File: src/rtl/lane_traffic_engine.sv
// Multi-lane car engine for the Frogger playfield: per-frame car motion with wrap,
// registered car-pixel flag, frog/car collision detection and a post-hit freeze.
module lane_traffic_engine #(
  parameter int NUM_LANES     = 4,
  parameter int H_DISPLAY     = 640,
  parameter int CELL          = 32,
  parameter int FIRST_ROW     = 10,
  parameter int BASE_STEP     = 1,
  parameter int LANE_STEP_INC = 1,
  parameter int MAX_STEP      = 16,
  parameter int LANE_SPACING  = 160,
  parameter int FREEZE_FRAMES = 60
) (
  input  logic                    i_Clk,
  input  logic                    i_Rst_n,
  input  logic                    i_Frame_Start,
  input  logic                    i_Pause,
  input  logic [3:0]              i_Level,
  input  logic [9:0]              i_H_Count,
  input  logic [9:0]              i_V_Count,
  input  logic [9:0]              i_Frog_X,
  input  logic [9:0]              i_Frog_Y,
  output logic                    o_Car_Pixel,
  output logic [2:0]              o_Car_Lane,
  output logic                    o_Collision,
  output logic [2:0]              o_Hit_Lane,
  output logic                    o_Frozen,
  output logic [NUM_LANES*10-1:0] o_Car_X_Flat
);

  localparam int          V_DISPLAY   = 480;
  localparam logic [15:0] FREEZE_LOAD = 16'((FREEZE_FRAMES > 0) ? FREEZE_FRAMES - 1 : 0);

  typedef enum logic {RUN, FREEZE} state_e;

  state_e      state_q, state_d;
  logic [15:0] frz_cnt_q, frz_cnt_d;
  logic [9:0]  x_q [NUM_LANES];
  logic [9:0]  x_d [NUM_LANES];
  logic        coll_q, coll_d;
  logic [2:0]  hit_lane_q, hit_lane_d;
  logic        pix_q, pix_d;
  logic [2:0]  car_lane_q, car_lane_d;
  logic        move;
  logic        hit_any;
  logic [2:0]  hit_lane;

  function automatic logic [7:0] lane_step(input int lane, input logic [3:0] lvl);
    logic [7:0] s;
    s = 8'(BASE_STEP + lane * LANE_STEP_INC) + {4'b0000, lvl};
    if (s > 8'(MAX_STEP)) s = 8'(MAX_STEP);
    return s;
  endfunction

  function automatic logic [9:0] advance(input logic [9:0] x, input logic [7:0] step,
                                         input logic left);
    logic [10:0] t;
    if (left) begin
      if ({1'b0, x} < {3'b000, step}) t = {1'b0, x} + 11'(H_DISPLAY) - {3'b000, step};
      else                            t = {1'b0, x} - {3'b000, step};
    end else begin
      t = {1'b0, x} + {3'b000, step};
      if (t >= 11'(H_DISPLAY)) t = t - 11'(H_DISPLAY);
    end
    return t[9:0];
  endfunction

  // Square query box of side qsz at (qx,qy) against lane's car, including the wrapped tail.
  function automatic logic overlaps(input logic [9:0] cx, input int lane,
                                    input logic [9:0] qx, input logic [9:0] qy,
                                    input logic [11:0] qsz);
    logic [11:0] cx0, cx1, cy0, cy1, qx0, qx1, qy0, qy1;
    logic        xhit;
    cx0  = {2'b00, cx};
    cx1  = cx0 + 12'(CELL);
    cy0  = 12'((FIRST_ROW + lane) * CELL);
    cy1  = cy0 + 12'(CELL);
    qx0  = {2'b00, qx};
    qx1  = qx0 + qsz;
    qy0  = {2'b00, qy};
    qy1  = qy0 + qsz;
    xhit = (qx0 < cx1) && (cx0 < qx1);
    if (cx1 > 12'(H_DISPLAY)) xhit = xhit || (qx0 < cx1 - 12'(H_DISPLAY));
    return xhit && (qy0 < cy1) && (cy0 < qy1);
  endfunction

  always_comb begin
    hit_any  = 1'b0;
    hit_lane = '0;
    for (int i = NUM_LANES - 1; i >= 0; i--) begin
      if (overlaps(x_q[i], i, i_Frog_X, i_Frog_Y, 12'(CELL))) begin
        hit_any  = 1'b1;
        hit_lane = 3'(i);
      end
    end
  end

  always_comb begin
    pix_d      = 1'b0;
    car_lane_d = '0;
    if ((i_H_Count < 10'(H_DISPLAY)) && (i_V_Count < 10'(V_DISPLAY))) begin
      for (int i = NUM_LANES - 1; i >= 0; i--) begin
        if (overlaps(x_q[i], i, i_H_Count, i_V_Count, 12'd1)) begin
          pix_d      = 1'b1;
          car_lane_d = 3'(i);
        end
      end
    end
  end

  always_comb begin
    state_d    = state_q;
    frz_cnt_d  = frz_cnt_q;
    coll_d     = 1'b0;
    hit_lane_d = hit_lane_q;
    move       = 1'b0;
    case (state_q)
      RUN: begin
        if (i_Frame_Start && !i_Pause) begin
          if (hit_any) begin
            coll_d     = 1'b1;
            hit_lane_d = hit_lane;
            if (FREEZE_FRAMES > 0) begin
              state_d   = FREEZE;
              frz_cnt_d = FREEZE_LOAD;
            end
          end else begin
            move = 1'b1;
          end
        end
      end
      FREEZE: begin
        // Countdown ignores pause; the frame that sees zero only resumes, it does not move.
        if (i_Frame_Start) begin
          if (frz_cnt_q == '0) state_d   = RUN;
          else                 frz_cnt_d = frz_cnt_q - 16'd1;
        end
      end
      default: state_d = RUN;
    endcase
  end

  always_comb begin
    for (int i = 0; i < NUM_LANES; i++) begin
      x_d[i] = x_q[i];
      if (move) x_d[i] = advance(x_q[i], lane_step(i, i_Level), 1'(i & 1));
    end
  end

  always_ff @(posedge i_Clk or negedge i_Rst_n) begin
    if (!i_Rst_n) begin
      state_q    <= RUN;
      frz_cnt_q  <= '0;
      coll_q     <= 1'b0;
      hit_lane_q <= '0;
      pix_q      <= 1'b0;
      car_lane_q <= '0;
      for (int i = 0; i < NUM_LANES; i++) x_q[i] <= 10'((i * LANE_SPACING) % H_DISPLAY);
    end else begin
      state_q    <= state_d;
      frz_cnt_q  <= frz_cnt_d;
      coll_q     <= coll_d;
      hit_lane_q <= hit_lane_d;
      pix_q      <= pix_d;
      car_lane_q <= car_lane_d;
      for (int i = 0; i < NUM_LANES; i++) x_q[i] <= x_d[i];
    end
  end

  assign o_Car_Pixel = pix_q;
  assign o_Car_Lane  = car_lane_q;
  assign o_Collision = coll_q;
  assign o_Hit_Lane  = hit_lane_q;
  assign o_Frozen    = (state_q == FREEZE);

  for (genvar g = 0; g < NUM_LANES; g++) begin : g_flat
    assign o_Car_X_Flat[g*10 +: 10] = x_q[g];
  end

endmodule

File: config.mk
export PLATFORM = sky130hd
export DESIGN_NAME = lane_traffic_engine
export DESIGN_NICKNAME = d
export VERILOG_FILES = /design/src/rtl/lane_traffic_engine.sv
export SDC_FILE = /design/constraint.sdc
export NUM_CORES = 1
export LEC_CHECK = 0
export CORE_ASPECT_RATIO = 0.7
export CORE_MARGIN = 1
export CORE_UTILIZATION = 59
export CTS_CLUSTER_SIZE = 16
export DETAILED_ROUTE_END_ITERATION = 6
export PLACE_DENSITY = 0.82
export RECOVER_POWER = 100
export SYNTH_ARGS = -nofsm -noshare
export SYNTH_HDL_FRONTEND = slang
export SYNTH_SLANG_ARGS = --single-unit
File: constraint.sdc
create_clock -name i_Clk -period 3.7 [get_ports i_Clk]
set_input_delay 0.555 -clock i_Clk [delete_from_list [all_inputs] [get_ports i_Clk]]
set_output_delay 0.555 -clock i_Clk [all_outputs]
set_load 0.1 [all_outputs]
==> results of run 1 <==
-- worst register-to-register path, stage by stage, from the launching register on --
cell and delay, ns:
dfstp_2 0.58, ha_1 0.27, nand3_1 0.15, xnor2_1 0.41, ha_1 0.24, nand2b_1 0.07
mux2i_1 0.19, nand4b_1 0.14, a21oi_1 0.21, o32a_1 0.25, nand2_2 0.15, or3_4 0.45
buf_12 0.18, o22ai_1 0.16
-- logic make-up after synthesis --
family,count (synthesis),share of synthesized area
DFF,63,0.151
other,1,0.000357
buffers and inverters,134,0.0519
and+or+nand+nor,401,0.197
muxes,25,0.0246
AOI/OAI and AO/OA,337,0.209
xor gates and xnor gates,78,0.0686
adders and majority gates,243,0.298
-- final cells by class --
cell class              count  area, µm²
clock buffers              10        239
repair buffers            273       2310
inverters                 103        387
clock inverters             6       68.8
well taps                 231        289
multi-input cells        1086       8620
fillers                  1165       3750
flip-flops and latches     63       1600
-- cell usage in the layout, fill, tap and decap left out, types with 21 or more instances in the layout --
master,netlist,final
inv_1,102,101
nand2b_1,26,24
xnor2_1,34,32
ha_1,231,221
and2_1,21,21
nor3_1,36,34
a21oi_1,96,93
clkdlybuf4s50_1,0,64
xor2_1,39,37
dlygate4sd3_1,0,23
nand2_1,94,90
buf_4,3,170
nand3_1,50,50
o21ai_0,70,65
nor2_1,71,68
dfrtp_1,55,50
-- through the flow --
| step | power [W] | std cells | cell area, µm² |
|---|---|---|---|
| 5_1_grt | 0.0124 | 1772 | 13500 |
| 6_report | 0.0116 | 1772 | 13500 |
| 2_1_floorplan | 0.00747 | 1283 | 10600 |
| 4_1_cts | 0.0112 | 1766 | 13400 |
| 3_3_place_gp | 0.00987 | 1746 | 13000 |
| 3_5_place_dp | 0.0102 | 1746 | 13000 |
-- power breakdown --
part	internal [W]	switching, W
logic	0.00351	0.00556
registers	0.00102	0.000558
clock network	0.000544	0.000364
-- sequential cells by signal, indices dropped and copies added, names as in the netlist --
name and flops:
o_Hit_Lane 2, o_Car_X_Flat 40, o_Car_Pixel 1, o_Frozen 1
o_Car_Lane 2, o_Collision 1, frz_cnt_q 16
-- repair_timing --
item,4_1_cts,5_1_grt
buffers inserted,4,6
pin swaps,13,20
endpoints found under the setup margin,9,50
gates resized for setup,24,43
-- cell usage after synthesis (all sizes together) (11+ instances only) --
cell type / number
nand3: 53
nor2: 71
o21a: 14
a31oi: 15
nor4: 13
nand2b: 26
o211ai: 16
o21ai: 80
dfrtp: 55
nand2: 95
ha: 231
mux2i: 18
xor2: 40
buf: 20
and2: 21
and3: 13
xnor2: 38
a211oi: 13
nand4: 14
inv: 103
a21o: 18
nor2b: 18
a21oi: 96
clkbuf: 11
fa: 12
nor3: 36
-- metal layers --
| metal | vias up | share of wire | GRT usage |
|---|---|---|---|
| met2 | 610 | 0.44 | 0.603 |
| met5 | - | 0 | 0 |
| li1 | 5210 | - | - |
| met1 | 5311 | 0.42 | 0.478 |
| met4 | 0 | 0.034 | 0.155 |
| met3 | 107 | 0.10 | 0.0869 |
-- final timing paths --
check                            startpoint          endpoint  slack (ns)  cells after the start
min                           o_Hit_Lane[0]     o_Hit_Lane[0]        0.55                      2
max                              i_Level[2]  o_Car_X_Flat[27]        0.05                     20
min in group asynchronous           i_Rst_n     o_Car_Lane[1]        0.65                      1
max in group asynchronous           i_Rst_n  o_Car_X_Flat[19]        1.07                      2
min reg2reg                   o_Hit_Lane[0]     o_Hit_Lane[0]        0.55                      2
max reg2reg                o_Car_X_Flat[15]  o_Car_X_Flat[37]        0.14                     13
==> summary.md, run 1 <==
| Metric | Value |
|---|---|
| Crit Path Max Fanout | `4` |
| Critical Path Max Stage Delay | `0.34 ns` |
| Async S/R FF share, synth | `1.00` |
| Min Tclk post-route | `3.65 ns` |
| DRC Markers | `0` |
| Syn Inst Count | `1282` |
| Die height | `around 110 µm` |
| Via count | `about 11000` |
| Number of global-route vias before repair | `between 10000 and 15000` |
| Antenna violations before repair | `0` |
| Relative slew slack | `-0.154` |
| Final core utilization | `0.783` |
| Clk root buf | `clkbuf_16` |
| CP delay by family, top | `adder cells` |
| Power density over cell area | `approximately 860 nW/µm²` |
| Critical path capture point type | `flop` |
| CTS tree | `done` |
| Max_cap viols | `1` |
| Fin Setup TNS | `0 ns` |
| Least-Margin Pin Slew | `~1.7 ns` |
| DR iter-0 viols | `approximately 1200` |
| Buffers added on ports | `94` |
| Most frequent CP cell | `ha_2` |
| Die area | `18400 µm²` |
| Status | `finished with violations` |
| Pre-antenna DRT Iters | `6` |
| Pre-CTS setup slack | `-0.843 ns` |
| Final Hold Fails | `0` |
| Failing checks | `max-capacitance violations, max-slew violations` |
| CP bufs+invs | `3` |
| Hold WC Path Type | `flop to flop` |
| Largest net degree at the start of global routing | `32` |
| Top cell type's share of synthesized area | `0.275` |
| Worst path required time | `around 4 ns` |
| Maximum root-to-sink buffer count | `2` |
| RSZ-0062 raised after global routing | `true` |
| Slew Limit Fails | `32` |
| Min Hold Slack | `about 0.55 ns` |
| Ys flop type | `dfrtp_1` |
| Antenna Nets Post-Route | `0` |
| Die width | `162 µm` |
| Clk Latency, worst-skew pair | `0.35 ns` |
| Share of cells above drive strength 1 | `0.181` |
| Crit path cell chain | `buf_2 > buf_4 > ha_2 > nor2b_2 > nor2_2 > ha_2 > inv_1 > fa_2 > nand2b_4 > a211oi_4 > o2111ai_2 > xor2_1 > ha_2 > nor4b_4 > a2bb2oi_2 > a21boi_1 > o21ba_4 > nand2_2 > nor3_2 > xnor2_1` |
| Seq cells post-synth | `63` |
| Reg clk slew, reported paths | `around 0.060 ns` |
| Vias/cell | `around 6.3` |
| N_diodes | `0` |
| Slowest CP cell | `fa_2` |
| Synth unique cells | `between 80 and 90` |
| Area leader, netlist | `ha_1` |
| Grt ovf | `0` |
| Fmax | `approximately 270 MHz` |
| Initial Util | `0.609` |
| I/O pin count | `97` |
| Worst EP arrival | `~3.9 ns` |
| Nets@finish | `1827` |
| CTS H-tree depth | `3` |
| Mean Syn Cell Area | `just over 8 µm²` |
| Top cells by area, synth | `ha_1, dfrtp_1, a21oi_1` |
| TritonCTS Buffers | `9` |
| DP HPWL | `26900 µm` |
| First-pass GRT wire length | `53900 µm` |
| Yosys warns | `0` |
| CORE AREA | `between 15000 and 20000 µm²` |
| Hold_buf cts | `0` |
| Period utilization | `0.986` |
| WL final | `34400 µm` |
| Register area share after synthesis | `0.151` |
| Global Route Usage Sum | `0.372` |
| Clk_skew | `around 0.011 ns` |
| Wire per inst | `19.4 µm` |
| Rows | `40` |
| WS Path Type | `input port to flop` |
| Critical path launch point type | `input port` |
| Netlist Area Pre-Place | `around 11000 µm²` |
| Final setup viols | `0` |
| EDFF count, synth | `0` |
| Final setup margin | `0.0509 ns` |
| Routability cong. | `0.922` |
| Clock sinks | `63` |
| Area delta synth->final | `28.6%` |
| Maximum VDD drop | `roughly 0.84 mV` |
| Leakage power | `about 6.4 nW` |
No activity file was read; power rests on OpenSTA's default activity.
==> inputs of run 2 (changes only) <==
CAP_MARGIN = 25   (was not set)
==> results of run 2 <==
No change in the layout: final DEF, timing and power equal those of run 1.
